### src/rtl/fib_pkg.sv
// Shared types and constants for the Fibonacci stream checker.
package fib_pkg;

  localparam int FIB_WIDTH    = 8;
  localparam int FIB_LAST_IDX = 13;

  // HUNT: waiting for a sequence start. LOCK: tracking the reference term by term.
  typedef enum logic {
    HUNT = 1'b0,
    LOCK = 1'b1
  } state_e;

  // A sequence always starts at term 0.
  function automatic logic is_start(input logic [FIB_WIDTH-1:0] value);
    return (value == '0);
  endfunction

endpackage

### src/rtl/fib_ref_gen.sv
// Reference term generator: holds the (a, b) pair of consecutive Fibonacci
// terms. expected is always a. clear and advance together restart the
// sequence and step it once, so expected becomes 1.
module fib_ref_gen
  import fib_pkg::*;
#(
  parameter int WIDTH = FIB_WIDTH
) (
  input  logic             clk,
  input  logic             reset,
  input  logic             advance,
  input  logic             clear,
  output logic [WIDTH-1:0] expected
);

  logic [WIDTH-1:0] a_q;
  logic [WIDTH-1:0] b_q;

  // Update the term pair. Sums wrap modulo 2^WIDTH; the wrap at the last
  // term does not matter because the sequence is cleared there.
  always_ff @(posedge clk or negedge reset) begin
    if (!reset) begin
      a_q <= '0;
      b_q <= WIDTH'(1);
    end else if (clear && advance) begin
      a_q <= WIDTH'(1);
      b_q <= WIDTH'(1);
    end else if (clear) begin
      a_q <= '0;
      b_q <= WIDTH'(1);
    end else if (advance) begin
      a_q <= b_q;
      b_q <= a_q + b_q;
    end
  end

  assign expected = a_q;

endmodule

### config.mk
export PLATFORM = sky130hd
export DESIGN_NAME = fib_ref_gen
export DESIGN_NICKNAME = d
export VERILOG_FILES = /design/src/rtl/fib_pkg.sv /design/src/rtl/fib_ref_gen.sv
export SDC_FILE = /design/constraint.sdc
export NUM_CORES = 1
export LEC_CHECK = 0
export BUFFER_PORTS_ARGS = -buffer_cell sky130_fd_sc_hd__buf_2
export CORE_MARGIN = 1
export CORE_UTILIZATION = 55
export CTS_BUF_LIST = sky130_fd_sc_hd__clkbuf_16
export DETAILED_ROUTE_END_ITERATION = 8
export PLACE_DENSITY = 0.86
export SYNTH_ARGS = -nofsm -noshare
export SYNTH_HDL_FRONTEND = slang
export SYNTH_SLANG_ARGS = --single-unit
### constraint.sdc
create_clock -name clk -period 3.9 [get_ports clk]
set_input_delay 0.195 -clock clk [delete_from_list [all_inputs] [get_ports clk]]
set_output_delay 0.195 -clock clk [all_outputs]
set_load 0.03 [all_outputs]
# [Word-level counts from Yosys, hierarchy flattened]
# Cells that the tools add are included.
# W data, S select, Z words.
[classes] n_addsub=1 mul=0 div_mod_pow=0 order_cmp=0 n_eq_ne=0 n_shift=0 muxes=6 n_bitwise=0 reduce_logical=2
[op_table] operator="$mux W8" n=6
[op_table] operator="$add A8 B8 Y8" n=1
[op_table] operator="$reduce_bool A3 Y1" n=1
[op_table] operator="$logic_and A1 B1 Y1" n=1
[word_totals] register_bits=16 latchBits=0 ramBits=0 rom_bits=0 inputBits=4 output_inout_bits=8 mem_count=0

# [Logic depth before layout (Yosys ltp)]
# Gate-level depths: netlist (run 1).
[logic_depth] word_depth=4 mapped_depth=7

# [Worst setup path before layout (run 1)]
# OpenSTA, ideal clock, no wires.
[synth_timing] path_type="register to register" startpoint="reg a_q[1], in the netlist expected[1]" endpoint="reg b_q[7]" setup_time_ns=0.127 arrival_ns=1.898 required_time_ns=3.773 setup_slack_ns=1.875 stages_incl_launch_ff=7 synth_period_minus_slack_ns=2.025 cell_sequence="dfrtp_1 ha_1 a211oi_2 nor3_1 or3_1 nand3_1 mux2_1"
[synth_between] elab_chain_len=4
[synth_lines] item="start, declared" line_no="fib_ref_gen.sv:16" source="logic [WIDTH-1:0] a_q;"
[synth_lines] item="start signal, assigned" line_no="fib_ref_gen.sv:32" source="a_q <= b_q;"
[synth_lines] item="$add A8 B8 Y8" line_no="fib_ref_gen.sv:33" source="b_q <= a_q + b_q;"
[synth_lines] item="$mux W8" line_no="fib_ref_gen.sv:31" source="end else if (advance) begin"
[synth_lines] item="$mux W8" line_no="fib_ref_gen.sv:28" source="end else if (clear) begin"
[synth_lines] item="$mux W8" line_no="fib_ref_gen.sv:25" source="end else if (clear && advance) begin"
[synth_lines] item="end signal, assigned" line_no="fib_ref_gen.sv:33"
[synth_lines] item="end, declared" line_no="fib_ref_gen.sv:17" source="logic [WIDTH-1:0] b_q;"
# Every way passes these cells. The select of a mux whose other input is x is not followed.
# A chain may end at the register's enable or synchronous reset.

# [Worst setup path after layout (run 1)]
[layout_timing] startpoint="reg a_q[0], in the netlist expected[0]" endpoint="reg b_q[6]"
# The elaborated chain is that of the path after synthesis.

==> out/summary.md, run 1 <==
• area growth from synthesis to layout: 15.3%
• count of nets left with antenna violations after detail routing: 0
• endpoints failing hold: 0
• global-route wire length before repair: 2.83 mm
• Remaining DRCs: 1
• sort of element at the start of the critical path: flip-flop
• number of CTS-inserted buffers: 3
• detailed-route vias per instance: 5.98
• die span in x: 43.8 um
• number of nets in the finished design: 121
• setup tns final: 0 ns
• hold depth: 2
• Yosys warning total: 0
• Hold Crit Class: in -> reg
• number of global-route vias before repair: 680
• Detail Placement HPWL: 1.26 mm
• worst vdd ir: 0.000316 V
• share of cells above drive strength 1: 14.8%
• Die Y-Extent: 43.8 um
• most common cell after layout, fill and taps aside: sky130_fd_sc_hd__dfrtp_1
• sequential element share of the synthesized area: 41.9%
• unique cell type count in the Yosys netlist: 30
• reg2reg setup slack: 1.88 ns
• Max Transition Viols Final: 0
• number of search-and-repair iterations in the first detailed-routing pass: 6
• required time of the critical path: 4.00 ns
• initial core utilization: 61.6%
• Leakage: 0.585 nW
• cts repair resizes: 0
• buffering stage count on the worst path with inverters included: 0
• Root Buffer Master: sky130_fd_sc_hd__clkbuf_16
• worst-path maximum fanout: 3
• global-route congestion overflow total: 0
• count of placed standard cells in the final layout, fillers left out: 124
• number of buffer cells added on primary ports: 11
• Max-Cap Viols: 0
• minimum period implied by the final worst setup slack: 2.02 ns
• number of placement rows: 14
• start of the worst register-to-register path: expected[0]
• depth of the worst register-to-register path: 6
• Die ar.: 0.00192 sq mm
• count of H-tree levels built during CTS: 1
• maximum number of pins on one net before global-route repair: 23
• grt met2 use: 32.8%
• status: finished, violations left
• TritonCTS clock tree: yes
• peak-usage layer in the global routing report: met2
• number of setup buffers added after CTS: 0
• Worst setup startpoint: expected[0]
• ys flop type: sky130_fd_sc_hd__dfrtp_1
• total inserted antenna cells: 0
• total via count in the routed design: 742
• Worst Path Arrival: 2.12 ns
• critical path depth in cells: 6
• type of element capturing the critical path: flip-flop
• number of design-rule violations left by the first detailed-router iteration: 19
• critical path cell sequence: ha_1 > fa_1 > a21o_1 > a21oi_1 > o21a_1 > o311ai_0
• mean routed wirelength per cell: 14.6 um
• Mapped Cells: 96
• Core Box Area: 0.00156 sq mm
• delay-heaviest family, CP: compound AO/OA/AOI/OAI gates
• global routing usage on met1: 25.7%
• failing checks: DRC
• Worst Max-Slew Pin Slew: 0.469 ns
• total routed wirelength: 1.81 mm
• global router's overall resource usage: 21.4%
• largest clock skew in the final design: 0.000920 ns
• Cell Count Post-Placement: 119
• clock slew seen by the registers of the worst setup and hold paths: 0.05 ns
• count of pins on the block boundary: 12
• Mapped Nets: 108
• startpoint of the worst hold path: clear
• maximum clock insertion buffer count: 2
• most used cells in the layout excluding fill and tap cells: sky130_fd_sc_hd__dfrtp_1 (15), sky130_fd_sc_hd__nor2_1 (14), sky130_fd_sc_hd__buf_2 (11), sky130_fd_sc_hd__mux2i_1 (10), sky130_fd_sc_hd__ha_1 (7)
• post-synthesis average cell area: 10.0 sq um
• met3 track demand over resource in global routing: 6.25%
• Async SR Flop Fraction: 100%
• Final GP Congestion: 0.772
• Setup Viol. Count Final: 0
• Num Clock Sinks: 16
• highest clock rate: 496 MHz
• initial antenna violation count: 0
• Critical Path Slowest Stage Cell: sky130_fd_sc_hd__fa_1
• relative slew slack: 68.7%
• Yosys reg bits: 16
• Netlist Area Pre-Place: 960 sq um
• Largest stage delay, worst path: 0.45 ns
• RSZ-0062 raised after global routing: no
• CP Class: reg -> reg
• insertion delay of the later-clocked pin in the worst-skew pair: 0.25 ns
• crit share post-route: 51.7%
• power per cell area: 390 mW/mm^2
• number of synthesized flops with an enable pin: 0
-- report_power, final --
part | total (mW) | switching (mW) | leakage, nW | internal, mW
registers | 0.179 | 0.00597 | 0.216 | 0.173
clock network | 0.201 | 0.0645 | 0.0385 | 0.136
logic | 0.0520 | 0.0310 | 0.330 | 0.0210
-- cell usage after synthesis, types with 2 or more instances --
library cell	number	area, sq um
sky130_fd_sc_hd__dfrtp_1	15	375
sky130_fd_sc_hd__nor2_1	14	52.6
sky130_fd_sc_hd__mux2i_1	10	100
sky130_fd_sc_hd__ha_1	7	87.6
sky130_fd_sc_hd__nand2_1	6	22.5
sky130_fd_sc_hd__nor2b_1	4	25.0
sky130_fd_sc_hd__o21ai_0	4	20.0
sky130_fd_sc_hd__a21oi_1	3	15.0
sky130_fd_sc_hd__nor3_1	3	15.0
sky130_fd_sc_hd__xnor2_1	3	26.3
sky130_fd_sc_hd__a211o_1	2	17.5
sky130_fd_sc_hd__a21o_1	2	15.0
sky130_fd_sc_hd__buf_2	2	10.0
sky130_fd_sc_hd__clkbuf_1	2	7.51
sky130_fd_sc_hd__nand3_1	2	10.0
sky130_fd_sc_hd__nand3b_1	2	15.0
sky130_fd_sc_hd__nor3b_1	2	15.0
-- path summary, 6_finish.rpt --
path / endpoint
setup / recovery: b_q[6]
min in group asynchronous: expected[1]
hold / removal: expected[7]
setup reg to reg: b_q[6]
max in group asynchronous: b_q[0]
hold reg to reg: expected[0]
-- cells by family (layout without fill, tap and decap cells) --
| family | after synthesis | count (layout) | share of synthesized area (%) |
|---|---|---|---|
| adder cells (fa/ha/maj) | 8 | 8 | 11.2 |
| multiplexers | 11 | 11 | 11.6 |
| flip-flops | 16 | 16 | 41.9 |
| buffers and inverters | 5 | 17 | 2.22 |
| AO/OA/AOI/OAI | 17 | 17 | 12.3 |
| XOR/XNOR | 3 | 3 | 2.74 |
| AND/OR/NAND/NOR | 36 | 36 | 18.1 |
-- flip-flops by register name, summed over array words and instances, names as in the netlist --
register,flops
b_q,8
expected,8
-- final cells by class --
class                   instances  area [sq um]
repair buffers                 12          65.1
fillers                       111           453
multi-input cells              75           537
well taps                      16          20.0
inverters                       1          3.75
flip-flops and latches         16           402
clock inverters                 1          3.75
clock buffers                   3          75.1
-- through the flow --
stage	power, mW	setup slack [ns]	instance area [sq um]	util, %	hold slack [ns]
after global placement	0.229	2.00	1020	65.2	0.120
after global routing	0.446	1.80	1110	70.9	0.351
final	0.432	1.88	1110	70.9	0.323
after detailed placement	0.233	1.93	1020	65.2	0.123
after floorplan	0.218	1.88	960	-	-0.101
after CTS	0.434	1.88	1110	70.9	0.324
-- timing repair --
item / 4_1_cts / 5_1_grt
hold buffers: 1 / 0
hold endpoints to repair: 15 / 0
setup endpoints to repair: 0 / 0
-- metal layers --
metal / wire [um] / share of wire (%) / up-vias
met4: 60 / 3.3 / 0
li1: - / - / 364
met2: 860 / 47 / 17
met3: 70 / 3.9 / 7
met1: 823 / 45 / 354
met5: 0 / 0 / -
Power figures use the tool's default switching activity.
==> run 2, diff against run 1 <==
ABC_AREA = 1   (was unset)
clock period = 2.1 ns   (was 3.9 ns; I/O delays follow)
==> out/summary.md, run 2 <==
• Mapped Nets: 129
• Yosys warning total: 0
• total via count in the routed design: 802
• cell internal pwr: 600 uW
• critical path cell sequence: ha_1 > fa_1 > nand2_1 > nand3_1 > nand2_1 > nand2_1 > o22ai_1
• Async SR Flop Fraction: 100%
• Die Y-Extent: 42.9 um
• highest clock rate: 645 MHz
• sort of element at the start of the critical path: flip-flop
• insertion delay of the later-clocked pin in the worst-skew pair: 0.25 ns
• Remaining DRCs: 0
• fill cell instance count of the final layout: 118
• status: completed
• unique cell type count in the Yosys netlist: 17
• total inserted antenna cells: 0
• Yosys reg bits: 16
• fraction of power consumed by combinational cells: 9.8%
• count of pins on the block boundary: 12
• maximum number of pins on one net before global-route repair: 17
• post-synthesis average cell area: 7.87 sq um
• number of synthesized flops with an enable pin: 0
• type of element capturing the critical path: flip-flop
• Hold Worst Slack: 0.156 ns
• main combinational cell family by area after synthesis: simple AND/OR/NAND/NOR gates
• biggest area consumer among synthesized cells: sky130_fd_sc_hd__dfrtp_1
• count of H-tree levels built during CTS: 1
• worst-path maximum fanout: 4
• power per cell area: 718 mW/mm^2
• most common cell in the netlist: sky130_fd_sc_hd__nand2_1
• endpoints failing hold: 0
• CP Class: reg -> reg
• share of cells above drive strength 1: 12.9%
• Critical Path Most Common Cell: sky130_fd_sc_hd__nand2_1
• Setup Viol. Count Final: 0
• global router's overall resource usage: 24.7%
• number of CTS-inserted buffers: 3
• Power Total: 775 uW
• Post-Synth Simple-Gate Area: 23.8%
• worst vdd ir: 0.000624 V
• total routed wirelength: 1.87 mm
• Root Buffer Master: sky130_fd_sc_hd__clkbuf_16
• Die ar.: 0.00184 sq mm
• setup tns final: 0 ns
• switching component of the power: 176 uW
• number of buffer cells added on primary ports: 11
• share of synthesized cell area in full adder, half adder and majority cells: 11.7%
• clock share of power: 47.6%
• crit share post-route: 73.8%
• Worst Path Arrival: 1.72 ns
• mean routed wirelength per cell: 12.6 um
• number of nets in the finished design: 145
• Num Clock Sinks: 16
• largest clock skew in the final design: 0.00246 ns
• Leakage: 0.638 nW
• number of search-and-repair iterations in the first detailed-routing pass: 4
• minimum period implied by the final worst setup slack: 1.55 ns
• utilization after layout: 70.0%
• detailed-route vias per instance: 5.42
• Max Transition Viols Final: 0
• Netlist Area Pre-Place: 921 sq um
• area growth from synthesis to layout: 17.3%
• number of placement rows: 14
• Compound-Gate Fraction of Synth Area: 10.9%
• most common cell after layout, fill and taps aside: sky130_fd_sc_hd__nand2_1
• Detail Placement HPWL: 1.30 mm
• Largest stage delay, worst path: 0.44 ns
• number of global-route vias before repair: 804
• number of design-rule violations left by the first detailed-router iteration: 15
• mux contribution to synthesized area: 0%
• TritonCTS clock tree: yes
• Worst Max-Slew Pin Slew: 0.349 ns
• switching share of power: 22.7%
• ys flop type: sky130_fd_sc_hd__dfrtp_1
• most used cells in the layout excluding fill and tap cells: sky130_fd_sc_hd__nand2_1 (37), sky130_fd_sc_hd__inv_1 (20), sky130_fd_sc_hd__dfrtp_1 (15), sky130_fd_sc_hd__buf_2 (11), sky130_fd_sc_hd__nand3_1 (9)
• top cell type's share of synthesized area: 40.8%
• die span in x: 42.9 um
• sequential element share of the synthesized area: 43.6%
• relative slew slack: 76.7%
• register share of total power: 42.7%
• Hold Crit Class: in -> reg
• Mapped Cells: 117
• global-route wire length before repair: 3.28 mm
• required time of the critical path: 2.27 ns
• maximum clock insertion buffer count: 2
• Post-Synth XOR/XNOR Area: 0.951%
• clock slew seen by the registers of the worst setup and hold paths: 0.05 ns
• Final GP Congestion: 0.789
• initial core utilization: 59.7%
• Critical Path Slowest Stage Cell: sky130_fd_sc_hd__fa_1
• global-route congestion overflow total: 0
• commonest cells in the netlist: sky130_fd_sc_hd__nand2_1 (37), sky130_fd_sc_hd__inv_1 (19), sky130_fd_sc_hd__dfrtp_1 (15)
• Core Box Area: 0.00154 sq mm
• count of nets left with antenna violations after detail routing: 0
• Max-Cap Viols: 0
• RSZ-0062 raised after global routing: no
• initial antenna violation count: 0
• Area contributors post-synth: sky130_fd_sc_hd__dfrtp_1 (41%), sky130_fd_sc_hd__nand2_1 (15%), sky130_fd_sc_hd__ha_1 (9.5%)
run 2: cell count changes after synthesis, sizes merged, moves of 4 or more:
cell	previous run	this run
nand2	6	38
nand3	2	9
nor2	14	6
nor2b	4	0
mux2i	10	0
inv	1	19
run 2: path summary, 6_finish.rpt:
path	startpoint	to	slack, ns	cells after the start
hold / removal	advance	expected[0]	0.16	3
setup / recovery	expected[0]	b_q[4]	0.55	7
setup reg to reg	expected[0]	b_q[4]	0.55	7
hold reg to reg	b_q[0]	b_q[0]	0.49	2
min in group asynchronous	reset	expected[4]	0.29	2
max in group asynchronous	reset	b_q[0]	1.50	2
run 2: what timing repair did:
action | in CTS | in global routing
setup buffers | 0 | 0
endpoints found under the hold margin | 15 | 0
resized for setup | 0 | 0
hold buffers | 1 | 0
run 2: metal layers:
metal / routed length, um / vias to the layer above / track usage (%) / part of all wire [%]
met2: 905 / 17 / 40.0 / 48
met4: 23 / 0 / 13.8 / 1.2
met5: 0 / - / 0 / 0
li1: - / 405 / - / -
met3: 74 / 4 / 7.66 / 4.0
met1: 862 / 376 / 28.8 / 46
run 2: layout make-up:
type,count,area [sq um],area share (%)
clock buffers,3,75.1,6.95
clock inverters,1,3.75,0.348
inverters,19,71.3,6.60
multi-input cells,80,435,40.3
flip-flops and latches,16,402,37.2
well taps,16,20.0,1.85
repair buffers,13,72.6,6.72
run 2: cell families after synthesis:
kind of cell / Yosys count
adder cells (fa/ha/maj): 8
XOR/XNOR: 1
AO/OA/AOI/OAI: 17
buffers and inverters: 21
flip-flops: 16
AND/OR/NAND/NOR: 54
run 2: worst max-delay path: cells and delay by family, from the launching register on:
kind	cells	cell delay, ns
DFF	1	0.39
adders and majority gates	2	0.67
AOI/OAI and AO/OA	1	0.11
and+or+nand+nor	4	0.30
run 2: per-stage QoR:
| step | std cells | cell area (sq um) | worst slack [ns] |
|---|---|---|---|
| 2_1_floorplan | 117 | 921 | 0.507 |
| 3_3_place_gp | 143 | 991 | 0.632 |
| 3_5_place_dp | 143 | 991 | 0.557 |
| 4_1_cts | 148 | 1080 | 0.540 |
| 5_1_grt | 148 | 1080 | 0.418 |
| 6_report | 148 | 1080 | 0.550 |
run 2: power by group through the flow:
stage / Combinational (mW) / Sequential, mW / Clock (mW)
floorplan: 0.0429 / 0.342 / 0
global placement: 0.0718 / 0.335 / 0
detailed placement: 0.0747 / 0.335 / 0
CTS: 0.0763 / 0.331 / 0.373
global route: 0.0859 / 0.332 / 0.386
finish: 0.0756 / 0.331 / 0.369
==> run 3, diff against run 2 <==
clock period = 1.5 ns   (was 2.1 ns; I/O delays follow)
==> out/summary.md, run 3 (synthesis results as in run 2) <==
• status: completed
• pre-CTS setup slack: 0.0230 ns
• number of nets in the finished design: 148
• share of cells above drive strength 1: 22.2%
• number of placement rows: 14
• area growth from synthesis to layout: 28.3%
• setup tns final: 0 ns
• Num Clock Sinks: 16
• mean routed wirelength per cell: 15.0 um
• initial antenna violation count: 0
• count of pins on the block boundary: 12
• global-route congestion overflow total: 0
• total via count in the routed design: 872
• Detail Placement HPWL: 1.34 mm
• Hold Crit Class: in -> reg
• type of element capturing the critical path: flip-flop
• final setup margin: 0.00705 ns
• endpoints failing hold: 0
• CP Class: reg -> reg
• number of search-and-repair iterations in the first detailed-routing pass: 4
• most used cells in the layout excluding fill and tap cells: sky130_fd_sc_hd__nand2_1 (37), sky130_fd_sc_hd__inv_1 (19), sky130_fd_sc_hd__dfrtp_1 (14), sky130_fd_sc_hd__buf_2 (11), sky130_fd_sc_hd__nand3_1 (7)
• switching component of the power: 266 uW
• clock slew seen by the registers of the worst setup and hold paths: 0.05 ns
• cell area after placement: 0.00100 sq mm
• total routed wirelength: 2.27 mm
• global-route wire length before repair: 3.21 mm
• TritonCTS clock tree: yes
• count of placed standard cells in the final layout, fillers left out: 151
• crit share post-route: 99.5%
• Setup Viol. Count Final: 0
• global router's overall resource usage: 23.9%
• count of H-tree levels built during CTS: 1
• Final GP Congestion: 0.791
• number of global-route vias before repair: 766
• RSZ-0062 raised after global routing: yes
• number of buffer cells added on primary ports: 11
• maximum number of pins on one net before global-route repair: 17
• worst vdd ir: 0.000726 V
• count of nets left with antenna violations after detail routing: 0
• required time of the critical path: 1.62 ns
• number of design-rule violations left by the first detailed-router iteration: 23
• Max-Cap Viols: 0
• fraction of power consumed by combinational cells: 12.4%
• Cell Count Post-Placement: 144
• area of all placed cells without fillers: 0.00118 sq mm
• highest clock rate: 670 MHz
• Power Total: 1.13 mW
• Max Transition Viols Final: 0
• Leakage: 0.644 nW
• number of CTS-inserted buffers: 3
• Core Box Area: 0.00154 sq mm
• Worst Path Arrival: 1.61 ns
• clock share of power: 46.0%
• total inserted antenna cells: 0
• most common cell after layout, fill and taps aside: sky130_fd_sc_hd__nand2_1
• power per cell area: 954 mW/mm^2
• relative slew slack: 75.4%
• initial core utilization: 59.7%
• detailed-route vias per instance: 5.77
• Remaining DRCs: 0
• Die Y-Extent: 42.9 um
• minimum period implied by the final worst setup slack: 1.49 ns
• Root Buffer Master: sky130_fd_sc_hd__clkbuf_16
• maximum clock insertion buffer count: 2
• largest clock skew in the final design: 0.00145 ns
• cell internal pwr: 861 uW
• Worst Max-Slew Pin Slew: 0.368 ns
• switching share of power: 23.6%
• die span in x: 42.9 um
• sort of element at the start of the critical path: flip-flop
• Die ar.: 0.00184 sq mm
• insertion delay of the later-clocked pin in the worst-skew pair: 0.25 ns
• register share of total power: 41.6%
• worst-path maximum fanout: 4
-- run 3: cell count changes in the layout (fill, tap and decap cells not counted), sizes merged --
cell,change
buf,+3
clkinv,+1
inv,-1
-- run 3: worst paths after layout --
kind,startpoint,end,slack [ns],depth (start not counted)
worst max-delay path,expected[0],b_q[2],0.007,5
worst min-delay path,advance,expected[0],0.12,3
worst max register to register,expected[0],b_q[2],0.007,5
worst min register to register,b_q[0],b_q[0],0.52,2
max in group asynchronous,reset,b_q[0],0.93,2
min in group asynchronous,reset,expected[2],0.27,2
-- run 3: layer usage --
layer / vias up / global-route usage, % / share of wire (%)
met4: 0 / 11.9 / 2.4
met3: 10 / 5.53 / 7.4
met1: 402 / 30.6 / 44
li1: 412 / - / -
met5: - / 0 / 0
met2: 48 / 37.9 / 46
-- run 3: cell type report --
cell class	count	area [sq um]
multi-input cells	80	513
flip-flops and latches	16	403
fillers	110	360
repair buffers	16	95.1
clock buffers	3	75.1
inverters	19	71.3
well taps	16	20.0
clock inverters	1	3.75
-- run 3: metrics by stage --
step / hold slack, ns / utilization, %
after global placement: 0.00208 / 65.0
after floorplan: -0.221 / -
after global routing: 0.142 / 76.6
after CTS: 0.123 / 70.8
final: 0.117 / 76.6
after detailed placement: 0.00275 / 65.0
-- run 3: timing repair --
action | in CTS | in global routing
endpoints found under the hold margin | 15 | 0
endpoints found under the setup margin | 0 | 5
gates resized for setup | 0 | 9
hold buffers | 1 | 0
buffers inserted | 0 | 2
-- run 3: power groups by stage --
stage	clock, mW	sequential [mW]	combinational [mW]
floorplan	0	0.479	0.0612
global placement	0	0.469	0.104
detailed placement	0	0.471	0.108
CTS	0.517	0.464	0.112
global route	0.544	0.471	0.156
finish	0.518	0.470	0.139
-- run 3: worst max-delay path: stages (launching register included) --
cell                      delay, ns
sky130_fd_sc_hd__dfrtp_2       0.42
sky130_fd_sc_hd__ha_4          0.17
sky130_fd_sc_hd__fa_2          0.39
sky130_fd_sc_hd__buf_4         0.16
sky130_fd_sc_hd__nor2_2        0.11
sky130_fd_sc_hd__o22ai_1       0.11
